### src/rtl/jk_ctr_pkg.sv
// -----------------------------------------------------------------------------
// jk_ctr_pkg
//   Shared definitions for the JK-from-D register/counter bank.
//   - mode_e  : operating mode selected by the 2-bit mode input
//   - state_e : sequencing FSM states
// -----------------------------------------------------------------------------
package jk_ctr_pkg;

  typedef enum logic [1:0] {
    MODE_DIRECT = 2'b00,  // each bit follows its own J/K pair
    MODE_UP     = 2'b01,  // sequenced up-count run
    MODE_DOWN   = 2'b10,  // sequenced down-count run
    MODE_HOLD   = 2'b11   // J=K=0 on every bit
  } mode_e;

  typedef enum logic [1:0] {
    S_IDLE = 2'b00,
    S_RUN  = 2'b01,
    S_DONE = 2'b10
  } state_e;

endpackage : jk_ctr_pkg

### src/rtl/jk_cell_d.sv
// -----------------------------------------------------------------------------
// jk_cell_d
//   One JK flip-flop built from a D flop plus JK excitation logic:
//     D = (J & ~Q) | (~K & Q)
//   JK: 00 hold, 01 clear, 10 set, 11 toggle.
// Ports
//   clk    in  clock, state updates on posedge
//   rst_n  in  synchronous active-low reset, clears Q
//   j_i    in  J input
//   k_i    in  K input
//   q_o    out flop output
// -----------------------------------------------------------------------------
module jk_cell_d (
  input  logic clk,
  input  logic rst_n,
  input  logic j_i,
  input  logic k_i,
  output logic q_o
);

  logic q_q;
  logic q_d;

  // JK excitation folded into the D input; this is the only place Q is updated.
  assign q_d = (j_i & ~q_q) | (~k_i & q_q);

  // NOTE: sequential state uses non-blocking assignments so every flop samples
  // the pre-edge value of its neighbours, independent of process ordering.
  always_ff @(posedge clk) begin
    if (!rst_n) begin
      q_q <= 1'b0;
    end else begin
      q_q <= q_d;
    end
  end

  assign q_o = q_q;

endmodule : jk_cell_d

### src/rtl/jk_using_d_counter.sv
// -----------------------------------------------------------------------------
// jk_using_d_counter
//   WIDTH-bit bank of JK flops (each a D flop with JK excitation). In direct
//   mode every bit follows its own J/K pair. In up/down mode a start pulse
//   launches a run of len synchronous count steps, after which done pulses
//   for one cycle.
// Ports
//   clk    in   1      clock, all state on posedge
//   reset  in   1      synchronous active-low reset
//   mode   in   2      00 direct, 01 up, 10 down, 11 hold
//   j      in   WIDTH  per-bit J (direct mode)
//   k      in   WIDTH  per-bit K (direct mode)
//   start  in   1      launch a run (modes 01/10, IDLE only)
//   len    in   LEN_W  number of count steps in a run
//   q      out  WIDTH  flop outputs
//   qn     out  WIDTH  ~q
//   busy   out  1      registered, high while in RUN
//   done   out  1      registered, one-cycle pulse after the final step
// -----------------------------------------------------------------------------
module jk_using_d_counter
  import jk_ctr_pkg::*;
#(
  parameter int WIDTH = 4,
  parameter int LEN_W = 8
) (
  input  logic             clk,
  input  logic             reset,
  input  logic [1:0]       mode,
  input  logic [WIDTH-1:0] j,
  input  logic [WIDTH-1:0] k,
  input  logic             start,
  input  logic [LEN_W-1:0] len,
  output logic [WIDTH-1:0] q,
  output logic [WIDTH-1:0] qn,
  output logic             busy,
  output logic             done
);

  // ---------------------------------------------------------------------------
  // State
  // ---------------------------------------------------------------------------
  state_e             state_q, state_d;
  mode_e              mode_q,  mode_d;   // mode latched at run launch
  logic [LEN_W-1:0]   rem_q,   rem_d;    // count steps still to perform in RUN
  logic               busy_q,  done_q;

  mode_e              mode_in;
  logic               direct_en;         // apply external j/k
  logic               count_en;          // apply counter excitation
  logic               count_up;          // direction of the counter excitation
  logic [WIDTH-1:0]   toggle;            // bits that toggle on a count step
  logic [WIDTH-1:0]   j_eff, k_eff;
  logic [WIDTH-1:0]   q_w;

  assign mode_in = mode_e'(mode);

  // ---------------------------------------------------------------------------
  // Next-state / control
  // ---------------------------------------------------------------------------
  // NOTE: every signal written here gets a default first, so no path leaves a
  // value unassigned and no latch is inferred.
  always_comb begin
    state_d   = state_q;
    mode_d    = mode_q;
    rem_d     = rem_q;
    direct_en = 1'b0;
    count_en  = 1'b0;
    count_up  = 1'b1;

    unique case (state_q)
      S_IDLE: begin
        unique case (mode_in)
          MODE_DIRECT: direct_en = 1'b1;
          MODE_UP, MODE_DOWN: begin
            // A zero-length request is ignored entirely.
            if (start && (len != '0)) begin
              mode_d   = mode_in;
              count_en = 1'b1;            // first step on the launch edge
              count_up = (mode_in == MODE_UP);
              if (len == LEN_W'(1)) begin
                state_d = S_DONE;
                rem_d   = '0;
              end else begin
                state_d = S_RUN;
                rem_d   = len - LEN_W'(1);
              end
            end
          end
          MODE_HOLD: ;
        endcase
      end

      S_RUN: begin
        // External j/k/mode/start are ignored; direction comes from mode_q.
        count_en = 1'b1;
        count_up = (mode_q == MODE_UP);
        if (rem_q == LEN_W'(1)) begin
          state_d = S_DONE;
          rem_d   = '0;
        end else begin
          rem_d   = rem_q - LEN_W'(1);
        end
      end

      S_DONE: state_d = S_IDLE;       // q held, start not accepted

      default: state_d = S_IDLE;
    endcase
  end

  // ---------------------------------------------------------------------------
  // Counter excitation: bit i toggles when all lower bits are 1 (up) or 0
  // (down); bit 0 always toggles. Wrap-around falls out naturally.
  // ---------------------------------------------------------------------------
  always_comb begin
    toggle    = '0;
    toggle[0] = 1'b1;
    for (int i = 1; i < WIDTH; i++) begin
      toggle[i] = toggle[i-1] & (count_up ? q_w[i-1] : ~q_w[i-1]);
    end
  end

  // J/K source select: external pair, counter excitation, or hold.
  always_comb begin
    j_eff = '0;
    k_eff = '0;
    if (direct_en) begin
      j_eff = j;
      k_eff = k;
    end else if (count_en) begin
      j_eff = toggle;
      k_eff = toggle;
    end
  end

  // ---------------------------------------------------------------------------
  // Registers
  // ---------------------------------------------------------------------------
  // NOTE: reset is synchronous and takes priority over everything, so a run in
  // progress is aborted without producing a done pulse.
  always_ff @(posedge clk) begin
    if (!reset) begin
      state_q <= S_IDLE;
      mode_q  <= MODE_DIRECT;
      rem_q   <= '0;
      busy_q  <= 1'b0;
      done_q  <= 1'b0;
    end else begin
      state_q <= state_d;
      mode_q  <= mode_d;
      rem_q   <= rem_d;
      busy_q  <= (state_d == S_RUN);
      done_q  <= (state_d == S_DONE);
    end
  end

  // ---------------------------------------------------------------------------
  // Flop bank
  // ---------------------------------------------------------------------------
  for (genvar g = 0; g < WIDTH; g++) begin : g_cell
    jk_cell_d u_cell (
      .clk   (clk),
      .rst_n (reset),
      .j_i   (j_eff[g]),
      .k_i   (k_eff[g]),
      .q_o   (q_w[g])
    );
  end

  assign q    = q_w;
  assign qn   = ~q_w;
  assign busy = busy_q;
  assign done = done_q;

endmodule : jk_using_d_counter

### config.mk
export PLATFORM = sky130hd
export DESIGN_NAME = jk_using_d_counter
export DESIGN_NICKNAME = d
export VERILOG_FILES = /design/src/rtl/jk_ctr_pkg.sv /design/src/rtl/jk_cell_d.sv /design/src/rtl/jk_using_d_counter.sv
export SDC_FILE = /design/constraint.sdc
export NUM_CORES = 1
export LEC_CHECK = 0
export CELL_PAD_IN_SITES_DETAIL_PLACEMENT = 1
export CELL_PAD_IN_SITES_GLOBAL_PLACEMENT = 1
export CORE_AREA = 2 2 61 63
export CTS_CLUSTER_DIAMETER = 120
export DETAILED_ROUTE_END_ITERATION = 8
export DIE_AREA = 0 0 63 65
export PLACE_DENSITY = 0.92
export SYNTH_ARGS = -nofsm -noshare
export SYNTH_HDL_FRONTEND = slang
export SYNTH_SLANG_ARGS = --single-unit
### constraint.sdc
create_clock -name clk -period 5.4 [get_ports clk]
set_input_delay 1.08 -clock clk [delete_from_list [all_inputs] [get_ports clk]]
set_output_delay 1.08 -clock clk [all_outputs]
set_load 0.02 [all_outputs]
==> results of run 1 <==
## registers in the layout, indices dropped and copies added, names as in the netlist
register	flops
g_cell.u_cell.q_o	4
rem_q	8
busy	1
state_q	2
mode_q	2
done	1
## through the flow
step	setup slack (ps)	hold WS, ps
floorplan	2370	452
global placement	1800	467
detailed placement	1790	489
CTS	2090	510
global route	1840	538
finish	2090	506
## worst paths after layout
kind,from,to,slack (ps),depth (start not counted)
hold reg to reg,rem_q[5]$_SDFFE_PN0P_,rem_q[5]$_SDFFE_PN0P_,510,2
hold / removal,rem_q[5]$_SDFFE_PN0P_,rem_q[5]$_SDFFE_PN0P_,510,2
setup / recovery,len[4],g_cell[3].u_cell.q_o$_SDFF_PN0_,2090,7
setup reg to reg,rem_q[1]$_SDFFE_PN0P_,rem_q[7]$_SDFFE_PN0P_,3220,8
## synthesized netlist by cell type
master,n,area [µm²]
mux2i_1,4,40.0
nor3b_1,2,15.0
xor2_1,1,8.76
a21oi_1,9,45.0
a221oi_1,3,26.3
nor4bb_1,1,10.0
nand3_1,2,10.0
mux2_2,1,11.3
or4b_1,1,10.0
or2_0,1,6.26
or3_1,2,12.5
ha_1,7,87.6
o31ai_1,1,7.51
clkbuf_1,5,18.8
o22a_4,1,17.5
nand2_1,8,30.0
a22o_1,2,17.5
o221ai_1,1,8.76
nor2_1,15,56.3
dfxtp_1,18,360
clkinv_1,1,3.75
o21ai_0,10,50.1
a21o_1,2,15.0
inv_1,13,48.8
xnor2_1,6,52.6
buf_4,4,30.0
a211oi_1,4,30.0
o22ai_1,1,6.26
nor2b_1,2,12.5
and3_1,1,6.26
or4_4,1,11.3
nor3_1,10,50.1
o32ai_1,2,17.5
a221o_1,1,10.0
nor4_1,3,18.8
o311a_1,1,10.0
nand2b_1,2,12.5
o311ai_4,1,26.3
a22oi_1,4,30.0
## cell type report
type / count / area [µm²] / area share
Sequential cell: 18 / 360 / 0.229
Multi-Input combinational cell: 113 / 779 / 0.495
Tap cell: 48 / 60.1 / 0.0381
Inverter: 14 / 52.6 / 0.0334
Timing Repair Buffer: 30 / 300 / 0.191
Clock buffer: 3 / 22.5 / 0.0143
## power groups by stage
stage	clock, mW	sequential [mW]	combinational, mW
2_1_floorplan	0	0.161	0.110
3_3_place_gp	0	0.165	0.155
3_5_place_dp	0	0.166	0.160
4_1_cts	0.0692	0.163	0.162
5_1_grt	0.0758	0.166	0.178
6_report	0.0680	0.163	0.161
## routing by layer
layer | track usage | part of all wire | routed length [µm] | up-vias
met5 | 0 | 0 | 0 | -
met4 | 0.0667 | 0 | 0 | 0
met3 | 0.0139 | 0.026 | 82 | 0
met2 | 0.293 | 0.51 | 1630 | 25
met1 | 0.199 | 0.46 | 1460 | 579
li1 | - | - | - | 599
## logic make-up (layout without fill, tap and decap cells)
kind of cell	after synthesis	in the layout	share of synthesized area
flip-flops	18	18	0.290
buffers and inverters	23	47	0.0817
adder cells (fa/ha/maj)	7	7	0.0706
AND/OR/NAND/NOR	51	51	0.211
AO/OA/AOI/OAI	43	43	0.256
XOR/XNOR	7	7	0.0494
multiplexers	5	5	0.0413
## tightest hold or removal path, delay by kind of cell, from the launching register on
| kind | cells | cell delay [ps] |
|---|---|---|
| AOI/OAI and AO/OA | 1 | 50 |
| DFF | 1 | 350 |
| and+or+nand+nor | 1 | 70 |
==> run_results.csv, run 1 <==
group,metric,value,unit
die,die_area,0.00410,mm²
final_layout,fin_area,0.00158,mm²
worst_setup_path,cp_max_fo,6,
yosys,syn_nets,182,
clock_network,clockBufferDepth,2,
placed_design,port_buffers,30,
power_and_ir_drop,power_density,249,mW/mm²
final_layout,stdcell_count,226,
final_layout,final_cell_mix,"30 x clkdlybuf4s50_1, 18 x dfxtp_1, 15 x nor2_1, 13 x inv_1",
sta,max_freq,0.302,GHz
detailed_routing,drc_errors,0,
clock_network,postCtsHoldBufs,0,
outcome,outcome,"completed",
clock_network,cts_buffers,3,
detailed_routing,avgViaCountPerCell,5.32,
worst_setup_path,worstPathCellList,"clkdlybuf4s50_1, or4_4, o311ai_4, o22a_4, mux2_2, a221o_1, o311a_1",
yosys,synth_area,0.00124,mm²
detailed_routing,firstDrtPassIters,6,
sta,rsz0062_at_grt,"no",
final_layout,area_growth,26.9,%
power_and_ir_drop,p_total,0.392,mW
yosys,yosysSeqAreaShare,0.290,
detailed_routing,ant_nets,0,
die,core,0.00350,mm²
power_and_ir_drop,seqPwrFrac,0.416,
die,rows,22,
clock_network,clkTransAtPathRegs,100,ps
die,die_h,65,µm
final_layout,finish.utilization,0.451,
sta,worst_pin_slew,1080,ps
die,die_w,63,µm
yosys,avgSynthCellArea,8.06,µm²
sta,min_period,3310,ps
yosys,syn_inst,154,
power_and_ir_drop,p_clk_frac,0.173,
final_layout,fillers,429,
clock_network,cts_sinks,18,
final_layout,drive_gt1_frac,0.0393,
clock_network,postCtsSetupBuffers,0,
run,maxCapViolCount,0,
yosys,synth-seq-cells,18,
clock_network,cts_tree,"yes",
worst_setup_path,cpPeakStageDelay,590,ps
global_routing,grt_use_total,0.163,
yosys,synth.distinct_cells,39,
worst_setup_path,worst-path-buf-inv,1,
sta,setup_tns,0,ps
sta,final_hold_viol_count,0,
power_and_ir_drop,pwr-share-comb,0.411,
yosys,yosysWarnings,0,
worst_setup_path,cpLargestDelayFamily,"compound AO/OA/AOI/OAI gates",
final_layout,final_common_cell,"clkdlybuf4s50_1",
power_and_ir_drop,p_leak,0.603,nW
sta,max_slew_margin,0.278,
worst_setup_path,worst_setup_path_start_kind,"input pin",
power_and_ir_drop,p_int,0.248,mW
sta,setup_viol,0,
placed_design,place_inst,223,
global_routing,grt_pass1_vias,1178,
clock_network,clk_latency,290,ps
power_and_ir_drop,swShare,0.368,
placed_design,postPlaceCellArea,0.00155,mm²
final_layout,fin_nets,208,
global_routing,overflow,0,
hold_path,hp-class,"flop to flop",
global_routing,grt_max_degree,18,
detailed_routing,routedWlPerCell,14.0,µm
global_routing,grt_pass1_wl,5350,µm
final_layout,antenna_cells,0,
placed_design,gp_congestion,0.756,
worst_setup_path,path_class,"input pin to flop",
worst_setup_path,arrival,3500,ps
sta,skew,0.780,ps
die,start_util,0.355,
worst_setup_path,slowest_stage,"or4_4",
worst_setup_path,critPathCaptureType,"flop",
detailed_routing,vias,1203,
sta,post-route-period-util,0.612,
global_routing,antenna_found_initial,0,
die,pin_count,31,
detailed_routing,drtIter0Drc,35,
detailed_routing,wirelength,3160,µm
clock_network,htreeDepth,1,
worst_setup_path,crit_required,5590,ps
sta,drv_slew,0,
placed_design,dp_hpwl,2450,µm
power_and_ir_drop,switchingPower,0.144,mW
power_and_ir_drop,vdd_ir_drop_max,82.9,µV
clock_network,cts-root-buf,"clkbuf_4",
clock_network,ctsResizeCount,0,
Note: power is estimated with default switching activity, not from simulation.
==> run 2: changes to the inputs <==
--- a/config.mk
+++ b/config.mk
@@ -7,11 +7,11 @@
 export LEC_CHECK = 0
 export CELL_PAD_IN_SITES_DETAIL_PLACEMENT = 1
 export CELL_PAD_IN_SITES_GLOBAL_PLACEMENT = 1
-export CORE_AREA = 2 2 61 63
+export CORE_AREA = 2 2 66 68
 export CTS_CLUSTER_DIAMETER = 120
 export DETAILED_ROUTE_END_ITERATION = 8
-export DIE_AREA = 0 0 63 65
-export PLACE_DENSITY = 0.92
+export DIE_AREA = 0 0 68 70
+export PLACE_DENSITY = 0.84
 export SYNTH_ARGS = -nofsm -noshare
 export SYNTH_HDL_FRONTEND = slang
 export SYNTH_SLANG_ARGS = --single-unit
==> constraint.sdc (replaced) <==
create_clock -name clk -period 2.8 [get_ports clk]
set_input_delay 0.56 -clock clk [delete_from_list [all_inputs] [get_ports clk]]
set_output_delay 0.56 -clock clk [all_outputs]
set_load 0.02 [all_outputs]
==> run 2 against run 1 <==
Effect of this change:
- clock skew up 2.4 ps
- worst setup slack got worse by 2000 ps
- first-iteration DRC count is 8.6% higher
- power grew 120%
- cell area increased by 9.5%
- via count increased by 6.9%
- non-clock buffer count rose by 15
- sequential power up 93%
- clock power grew to 3.2 times the previous value
- routed wire length is 9.3% higher
- critical path type unchanged
==> run_results.csv, run 2 (synthesis gave the netlist of run 1 again) <==
group,metric,value,unit
global_routing,grt_max_degree,18,
global_routing,antenna_found_initial,0,
clock_network,postCtsSetupBuffers,0,
global_routing,grt_use_total,0.157,
worst_setup_path,r2r_setup_slack,580,ps
detailed_routing,wirelength,3460,µm
final_layout,fillers,523,
clock_network,ctsResizeCount,0,
sta,max_freq,0.373,GHz
detailed_routing,routedWlPerCell,14.1,µm
sta,final_hold_viol_count,0,
global_routing,overflow,0,
sta,max_slew_margin,0.512,
worst_setup_path,worst-path-buf-inv,1,
final_layout,seq_area,360,µm²
worst_setup_path,cp_num_cells,7,
sta,worst_pin_slew,731,ps
placed_design,place_inst,242,
detailed_routing,vias,1286,
final_layout,area_growth,39.0,%
outcome,outcome,"completed",
sta,whs,498,ps
detailed_routing,firstDrtPassIters,4,
global_routing,grt_pass1_vias,1335,
die,start_util,0.300,
power_and_ir_drop,vdd_ir_drop_max,153,µV
placed_design,dp_hpwl,2640,µm
die,die_area,0.00476,mm²
sta,min_period,2680,ps
clock_network,clkTransAtPathRegs,70,ps
clock_network,cts_buffers,3,
clock_network,clk_latency,260,ps
power_and_ir_drop,power_density,505,mW/mm²
sta,drv_slew,0,
power_and_ir_drop,p_leak,0.689,nW
die,die_h,70,µm
die,pin_count,31,
worst_setup_path,crit_required,2950,ps
global_routing,grt_pass1_wl,5860,µm
placed_design,gp_congestion,0.817,
worst_setup_path,cpPeakStageDelay,580,ps
worst_setup_path,r2r_cells,7,
sta,setup_viol,0,
placed_design,preCtsSetupSlack,-132,ps
final_layout,largest_reg_flops,8,
final_layout,multi_input_area,779,µm²
clock_network,cts_sinks,18,
worst_setup_path,worst_setup_path_start_kind,"input pin",
clock_network,cts_tree,"yes",
final_layout,final_cell_mix,"30 x clkdlybuf4s50_1, 18 x dfxtp_1, 15 x nor2_1, 15 x buf_4, 13 x inv_1",
final_layout,fin_nets,223,
hold_path,hp-class,"flop to flop",
sta,skew,3.20,ps
clock_network,clockBufferDepth,2,
worst_setup_path,cp_max_fo,3,
worst_setup_path,path_class,"input pin to flop",
die,die_w,68,µm
final_layout,stdcell_count,246,
worst_setup_path,arrival,2830,ps
sta,fin_ws,118,ps
final_layout,regMostFlops,"rem_q",
worst_setup_path,critPathCaptureType,"flop",
clock_network,cts-root-buf,"clkbuf_8",
die,core,0.00414,mm²
worst_setup_path,slowest_stage,"or4_4",
run,maxCapViolCount,0,
detailed_routing,ant_nets,0,
hold_path,whs_path_depth,2,
clock_network,postCtsHoldBufs,0,
clock_network,htreeDepth,1,
placed_design,port_buffers,30,
final_layout,final_common_cell,"clkdlybuf4s50_1",
sta,post-route-period-util,0.958,
detailed_routing,drtIter0Drc,38,
final_layout,antenna_cells,0,
die,rows,24,
final_layout,drive_gt1_frac,0.119,
worst_setup_path,worstPathCellList,"clkdlybuf4s50_1, or4_4, o311ai_4, o22a_4, mux2_2, a221o_1, o311a_1",
detailed_routing,drc_errors,0,
detailed_routing,avgViaCountPerCell,5.23,
worst_setup_path,cpLargestDelayFamily,"compound AO/OA/AOI/OAI gates",
sta,rsz0062_at_grt,"no",
-- run 2: worst paths after layout --
path,startpoint,end
max reg2reg,rem_q[0]$_SDFFE_PN0P_,rem_q[6]$_SDFFE_PN0P_
min,mode_q[0]$_SDFFE_PN0P_,mode_q[0]$_SDFFE_PN0P_
min reg2reg,mode_q[0]$_SDFFE_PN0P_,mode_q[0]$_SDFFE_PN0P_
max,len[4],g_cell[3].u_cell.q_o$_SDFF_PN0_
-- run 2: power by group --
part	switching, mW	total, mW	internal [mW]	leakage (nW)
registers	0.0317	0.315	0.283	0.148
clock network	0.0932	0.218	0.125	0.0288
logic	0.172	0.338	0.166	0.513
total	0.297	0.871	0.574	0.689
-- run 2: cell type report --
class / instances / area share
Clock buffer: 4 / 0.0319
Inverter: 14 / 0.0305
Multi-Input combinational cell: 113 / 0.452
Sequential cell: 18 / 0.209
Tap cell: 52 / 0.0377
Timing Repair Buffer: 45 / 0.239
-- run 2: per-stage QoR --
step	cell area (µm²)	total power [mW]	TNS (ps)	util
floorplan	1240	0.524	0	-
global placement	1670	0.643	-151	0.403
detailed placement	1670	0.655	-340	0.403
CTS	1730	0.876	0	0.416
global route	1730	0.926	0	0.416
finish	1730	0.871	0	0.416
-- run 2: per-layer routing --
layer | up-vias | track usage | part of all wire
li1 | 636 | - | -
met1 | 603 | 0.197 | 0.43
met2 | 40 | 0.268 | 0.51
met3 | 7 | 0.0113 | 0.044
met4 | 0 | 0.0667 | 0.016
met5 | - | 0 | 0
-- run 2: worst min-delay path, delay by kind of cell, from the launching register on --
| kind | cells | cell delay, ps |
|---|---|---|
| flops | 1 | 320 |
| mux | 1 | 70 |
| simple gates | 1 | 80 |
